===== config.mk =====
export PLATFORM = sky130hd
export DESIGN_NAME = rat_path_player
export DESIGN_NICKNAME = d
export VERILOG_FILES = /design/src/rtl/rat_path_player.sv
export SDC_FILE = /design/constraint.sdc
export NUM_CORES = 1
export LEC_CHECK = 0
export CAP_MARGIN = 40
export CORE_MARGIN = 3
export CORE_UTILIZATION = 35
export DETAILED_ROUTE_END_ITERATION = 8
export SYNTH_ARGS = -nofsm -noshare
export SYNTH_HDL_FRONTEND = slang
export SYNTH_SLANG_ARGS = --single-unit

===== constraint.sdc =====
create_clock -name clk -period 12.15 [get_ports clk]
set_input_delay 2.43 -clock clk [delete_from_list [all_inputs] [get_ports clk]]
set_output_delay 2.43 -clock clk [all_outputs]
set_load 0.005 [all_outputs]

===== src/rtl/rat_path_player.sv =====
// rtl/rat_path_player.sv - buffers maze path direction codes and replays them as (x, y) coordinates
module rat_path_player #(
    parameter int DEPTH = 256,
    parameter int CW    = 4
) (
    input  logic                     clk,
    input  logic                     rst,
    input  logic                     start,
    input  logic [1:0]               dir_in,
    input  logic                     dir_valid,
    input  logic                     path_end,
    output logic                     dir_ready,
    output logic [CW-1:0]            pos_x,
    output logic [CW-1:0]            pos_y,
    output logic                     pos_valid,
    input  logic                     pos_ready,
    output logic [$clog2(DEPTH):0]   move_count,
    output logic                     busy,
    output logic                     path_done,
    output logic                     err
);
    localparam int AW = $clog2(DEPTH);
    localparam logic [AW:0]   PTR_ONE   = 1;
    localparam logic [CW-1:0] COORD_ONE = 1;

    typedef enum logic [2:0] {S_IDLE, S_FILL, S_EMIT, S_DONE, S_ERR} state_t;

    state_t        state_q, state_d;
    logic [1:0]    mem_q [DEPTH];
    logic [AW:0]   wr_q, wr_d, rd_q, rd_d, cnt_q, cnt_d;
    logic [CW-1:0] x_q, x_d, y_q, y_d;
    logic [CW-1:0] nx, ny;
    logic [1:0]    head;
    logic          full, empty, push, oob;

    assign full  = (wr_q[AW] != rd_q[AW]) && (wr_q[AW-1:0] == rd_q[AW-1:0]);
    assign empty = (wr_q == rd_q);
    assign head  = mem_q[rd_q[AW-1:0]];
    assign push  = !start && (state_q == S_FILL) && dir_valid && !full;

    // Candidate next position from the FIFO head; a move that would wrap flags oob instead.
    always_comb begin
        nx  = x_q;
        ny  = y_q;
        oob = 1'b0;
        case (head)
            2'b00:   if (x_q == '1) oob = 1'b1; else nx = x_q + COORD_ONE;
            2'b11:   if (x_q == '0) oob = 1'b1; else nx = x_q - COORD_ONE;
            2'b01:   if (y_q == '1) oob = 1'b1; else ny = y_q + COORD_ONE;
            default: if (y_q == '0) oob = 1'b1; else ny = y_q - COORD_ONE;
        endcase
    end

    always_comb begin
        state_d = state_q;
        wr_d    = wr_q;
        rd_d    = rd_q;
        cnt_d   = cnt_q;
        x_d     = x_q;
        y_d     = y_q;
        if (start) begin
            state_d = S_FILL;
            wr_d    = '0;
            rd_d    = '0;
            cnt_d   = '0;
            x_d     = '0;
            y_d     = '0;
        end else begin
            case (state_q)
                S_FILL: begin
                    if (dir_valid && full) begin
                        state_d = S_ERR;
                    end else begin
                        if (dir_valid) begin
                            wr_d  = wr_q + PTR_ONE;
                            cnt_d = cnt_q + PTR_ONE;
                        end
                        if (path_end) begin
                            state_d = S_EMIT;
                            cnt_d   = '0;
                            x_d     = '0;
                            y_d     = '0;
                        end
                    end
                end
                S_EMIT: begin
                    if (pos_ready) begin
                        if (empty) begin
                            state_d = S_DONE;
                        end else if (oob) begin
                            state_d = S_ERR;
                        end else begin
                            rd_d  = rd_q + PTR_ONE;
                            cnt_d = cnt_q + PTR_ONE;
                            x_d   = nx;
                            y_d   = ny;
                        end
                    end
                end
                default: state_d = state_q;
            endcase
        end
    end

    always_ff @(posedge clk) begin
        if (rst) begin
            state_q <= S_IDLE;
            wr_q    <= '0;
            rd_q    <= '0;
            cnt_q   <= '0;
            x_q     <= '0;
            y_q     <= '0;
        end else begin
            state_q <= state_d;
            wr_q    <= wr_d;
            rd_q    <= rd_d;
            cnt_q   <= cnt_d;
            x_q     <= x_d;
            y_q     <= y_d;
        end
    end

    always_ff @(posedge clk) begin
        if (push) begin
            mem_q[wr_q[AW-1:0]] <= dir_in;
        end
    end

    assign dir_ready  = (state_q == S_FILL) && !full;
    assign pos_valid  = (state_q == S_EMIT);
    assign pos_x      = x_q;
    assign pos_y      = y_q;
    assign move_count = cnt_q;
    assign busy       = (state_q == S_FILL) || (state_q == S_EMIT);
    assign path_done  = (state_q == S_DONE);
    assign err        = (state_q == S_ERR);
endmodule


# Word-level counts from Yosys, hierarchy flattened
# Memories as Yosys holds them, arrays and structs flattened. A register that Yosys moved wholly into a read port is not among the register bits.
# Cells that the tools add are included.
# word_totals
mem_bits_rw	512
n_memories	1
ff_bits	38
input_bits	8
out_inout_bits	22
elab_cells	108
# memory_table
memory	depth	width	rd	rd_ports_with_merged_regs	wr	line	source
mem_q	256	2	1	1	1	29	logic [1:0] mem_q [DEPTH];
# op_classes
eq_ne	28
bitwise_logic	3
addsub	7
mux	39
reduce_logical	23
# ops
op	count
9-bit two-way mux	6
4-bit two-way mux	12
4-bit one-hot mux with 2 select lines	4
9-bit by 1-bit adder with 9-bit output (second input constant)	3
9-bit one-hot mux with 2 select lines	1
9-bit AND reduction	2
8-bit two-way mux	2
3-bit two-way mux	5
3-bit inequality test (second input constant)	4
4-bit AND reduction	3
2-bit inequality test (second input constant)	5
9-bit equality test	1
3-bit by 2-bit inequality test with 1-bit output (second input constant)	3
4-bit by 1-bit adder with 4-bit output (second input constant)	2
4-bit equality test (second input constant)	2
8-bit equality test	1
4-bit logical NOT	2
4-bit by 1-bit subtractor with 4-bit output (second input constant)	2
1-bit two-way mux	7
3-bit by 2-bit equality test with 1-bit output (second input constant)	2
1-bit logical AND	6
3-bit by 1-bit inequality test with 1-bit output (second input constant)	2
3-bit one-hot mux with 2 select lines	1
6-bit AND reduction	1
17 further kinds	21

# Depth between registers and ports, before layout
# depth
ltp_word	8
depth_mapped	20
mapped_depth_nobuf	16

# Least setup slack after synthesis
# No wires, ideal clock.
# synth_path
kind	register to register
from	register (tool-made name)
to	register cnt_q[7] (netlist: move_count[7])
path_stages_with_launch	20
arrival_time_ns	4.050
period_less_slack_ns	4.122
setup_ns	0.072
slack_ns	8.028
cell_sequence	dfxtp_1 buf_4 buf_6 buf_6 buf_4 buf_4 mux2i_1 o22ai_1 nor4_1 nor3_1 a211oi_1 nor3_1 ha_1 a22oi_2 a31oi_2 o21a_1 buf_6 or4_4 or3_1 a21oi_1
# synth_lines
element	line	source
to (signal assigned)	117	cnt_q <= cnt_d;
to (decl)	30	logic [AW:0] wr_q, wr_d, rd_q, rd_d, cnt_q, cnt_d;

==> flow_summary.toml <==
[sta]
hold_viol_final = 0
clock_skew_ps = 9.34
slew_headroom = 0.371
rsz0062_at_grt = "false"
layout_min_cycle_time_ps = 5990
fin_hold_ws_ps = 499
setup_viol = 0
fmax_mhz = 167
timing.setup.tns_ps = 0
tightest_slew_ps = 942
fin_crit_sh = 0.493
maxSlewViolCount = 0

[global_routing]
antenna_found_initial = 2
grt_max_degree = 128
grt_pass1_wl_mm = 86.1
grt_pass1_vias = 14000
grt_overflow = 0
grt_use_total = 0.162

[clock_network]
clk_latency_ps = 610
cts_buffers = 56
cts_resized = 0
cts_buffer_depth = 3
cts_hold_buffers = 0
cts_num_sinks = 558
cts_tree = "done"
cts-root-buf = "clkbuf_16"
clk_pin_slew_ps = 60
cts_max_level = 2
post_cts_buffers = 0

[pwr]
pwr-share-clk = 0.443
p_int_uw = 3110
ir_drop_v = 0.000139
total_leakage_power_uw = 0.00785
share_comb_of_total_power = 0.018
p_seq_frac = 0.539
switching_power_uw = 774
p_sw_frac = 0.199
power_density_nw_per_um2 = 145

[detailed_routing]
drc = 0
num_vias = 13500
drt-vias-per-instance = 5.38
drt_pre_antenna_iters = 5
routed_wl_mm = 57.2
drtAntennaViolNets = 0
routedWlPerCell_um = 22.8
drt-initial-drc-count = 1292

[layout]
drive_gt1_frac = 0.138
design_area_um2 = 26800
areaGrowthSynthToFinish_pct = 13.5
diodes = 0
layout.nets = 1623

[place]
gp_congestion = 0.796
io_buffer_count = 29
place_area_um2 = 25000
dp_hpwl_mm = 35.4

[outcome]
status = "finished, final reports clean"

[hold_path]
hold_depth = 2
min_path_type = "reg -> reg"
holdPathEnd = "move_count[7]"
min_from = "move_count[7]"

[critical_path]
crit_arrival_ps = 6530
worst-path-stages = 14
start_kind = "register"
cp_top_family = "simple AND/OR/NAND/NOR gates"
path_buf_inv = 1
slowest_delay_ps = 790
cp_max_fo = 45
r2r_slack_ps = 6160
crit_chain = "buf_4 > or3b_1 > o22ai_1 > nor4_1 > a32oi_1 > a311oi_1 > nor3_1 > ha_1 > a22oi_2 > a31oi_2 > o21a_1 > or4_4 > or3_1 > a21oi_1"
worst_ep_required_time_ps = 12680
worst_path_max_delay_cell = "buf_4"
critical_path_class = "reg -> reg"
ff2ff_path_depth = 14
r2r_end = "move_count[7]"
cp-end-kind = "register"

[logic_synthesis]
synthArstFlopShare = 0
ys_types = 69
synth-xor-area-share = 0.0119
yosysMostFrequentCell = "edfxtp_1"
synthFlopType = "edfxtp_1"
synth_top_area_cell = "edfxtp_1"
synthMuxAreaShare = 0.128
synth_top_area_share = 0.651
synth_warnings = 0
synth-edff-count = 512
synth_top_family_by_area = "multiplexers"
synth.area.top_cells = "edfxtp_1 65%, mux4_2 7.4%, mux2i_1 5.0%"
synth_common_cells = "512 x edfxtp_1, 306 x nor2_1, 119 x mux2i_1, 78 x mux4_2, 72 x nand2_1"
synth_compound_area_frac = 0.0395
netlist_area_um2 = 23600
syn_nets = 1601
netlist_instances = 1577
synth_seq_cells = 558
synth_fa_ha_area_frac = 0.00912
avgSynthCellArea_um2 = 15.0
yosys.area_share.simple = 0.0967
ys_seq_area_frac = 0.690

[floorplan]
initial_core_util = 0.356
core_um2 = 66300
dieArea_um2 = 70600
die_y_um = 266
die_w_um = 266
io-pin-count = 30
fp-row-count = 94

[flow_run]
max_cap_viol_count = 0
[worst min-delay path: stages, from the launching register on]
cell,delay [ps]
dfxtp_1,320
o21ai_0,70
a21oi_1,60
[flip-flops by register name, summed over array words and instances, names as in the netlist, named ones only]
signal / count
wr_q: 9
mem_q: 512
state_q: 3
rd_q: 9
pos_x: 4
pos_y: 4
move_count: 9
[stage by stage]
step	util	setup WS, ps	total power, uW	cells
after detailed placement	0.376	6110	2210	2405
final	0.404	6160	3890	2511
after floorplan	-	8030	2160	1577
after global routing	0.404	5670	4000	2511
after global placement	0.372	6200	2200	2392
after CTS	0.404	6050	3910	2511
[worst max path at each step]
stage / slack (ps) / startpoint / endpoint
6_report: 6160 / register / move_count[7]
5_1_grt: 5670 / register / move_count[7]
3_5_place_dp: 6110 / register / move_count[7]
3_3_place_gp: 6200 / register / move_count[7]
2_1_floorplan: 8030 / register / move_count[7]
4_1_cts: 6050 / register / move_count[8]
[layout by cell type, fill, tap and decap left out, drive strengths merged, types with 5 or more instances in the layout]
master         Yosys  final
a211oi             5      5
a21oi             19     19
a31oi              8      8
buf               55     37
bufinv             0      6
clkbuf            45     73
clkdlybuf4s50      0     27
clkinv             1     24
dfxtp             46     46
edfxtp           512    512
ha                14     14
inv               16     16
mux2               6      6
mux2i            119    119
mux4              78     78
nand2             72     72
nand2b             7      7
nand3             29     29
nand4             10     10
nor2             306    306
nor2b              8      8
nor3              27     27
nor4              19     19
o21ai             20     20
o22ai             43     43
or3               11     11
xnor2             22     22
xor2              10     10
[metal layers]
metal,global-route usage,wire (um),vias to the layer above
met5,0,13,-
met2,0.269,27900,407
met3,0.0274,3410,90
li1,-,-,6067
met1,0.219,24500,6955
met4,0.0482,1450,2
[layout make-up]
class | count | area [um^2]
clock buffers | 73 | 1510
clock inverters | 33 | 329
fillers | 6131 | 39500
inverters | 17 | 68.8
multi-input cells | 902 | 6740
flip-flops and latches | 558 | 16300
well taps | 864 | 1080
repair buffers | 64 | 758
[kinds of logic (layout without fill, tap and decap cells)]
kind of cell	after synthesis	after routing
simple gates	514	514
flops	558	558
xor+xnor	32	32
mux	203	203
compound gates	137	137
buf+inv	117	187
fa+ha+maj	16	16
[power by group through the flow]
stage,sequential (uW),combinational (uW),clock [uW]
finish,2100,70.7,1720
global route,2090,78.0,1830
CTS,2100,71.5,1750
detailed placement,2140,71.6,0
global placement,2140,66.1,0
floorplan,2140,24.9,0
(Power assumes the default switching activity.)
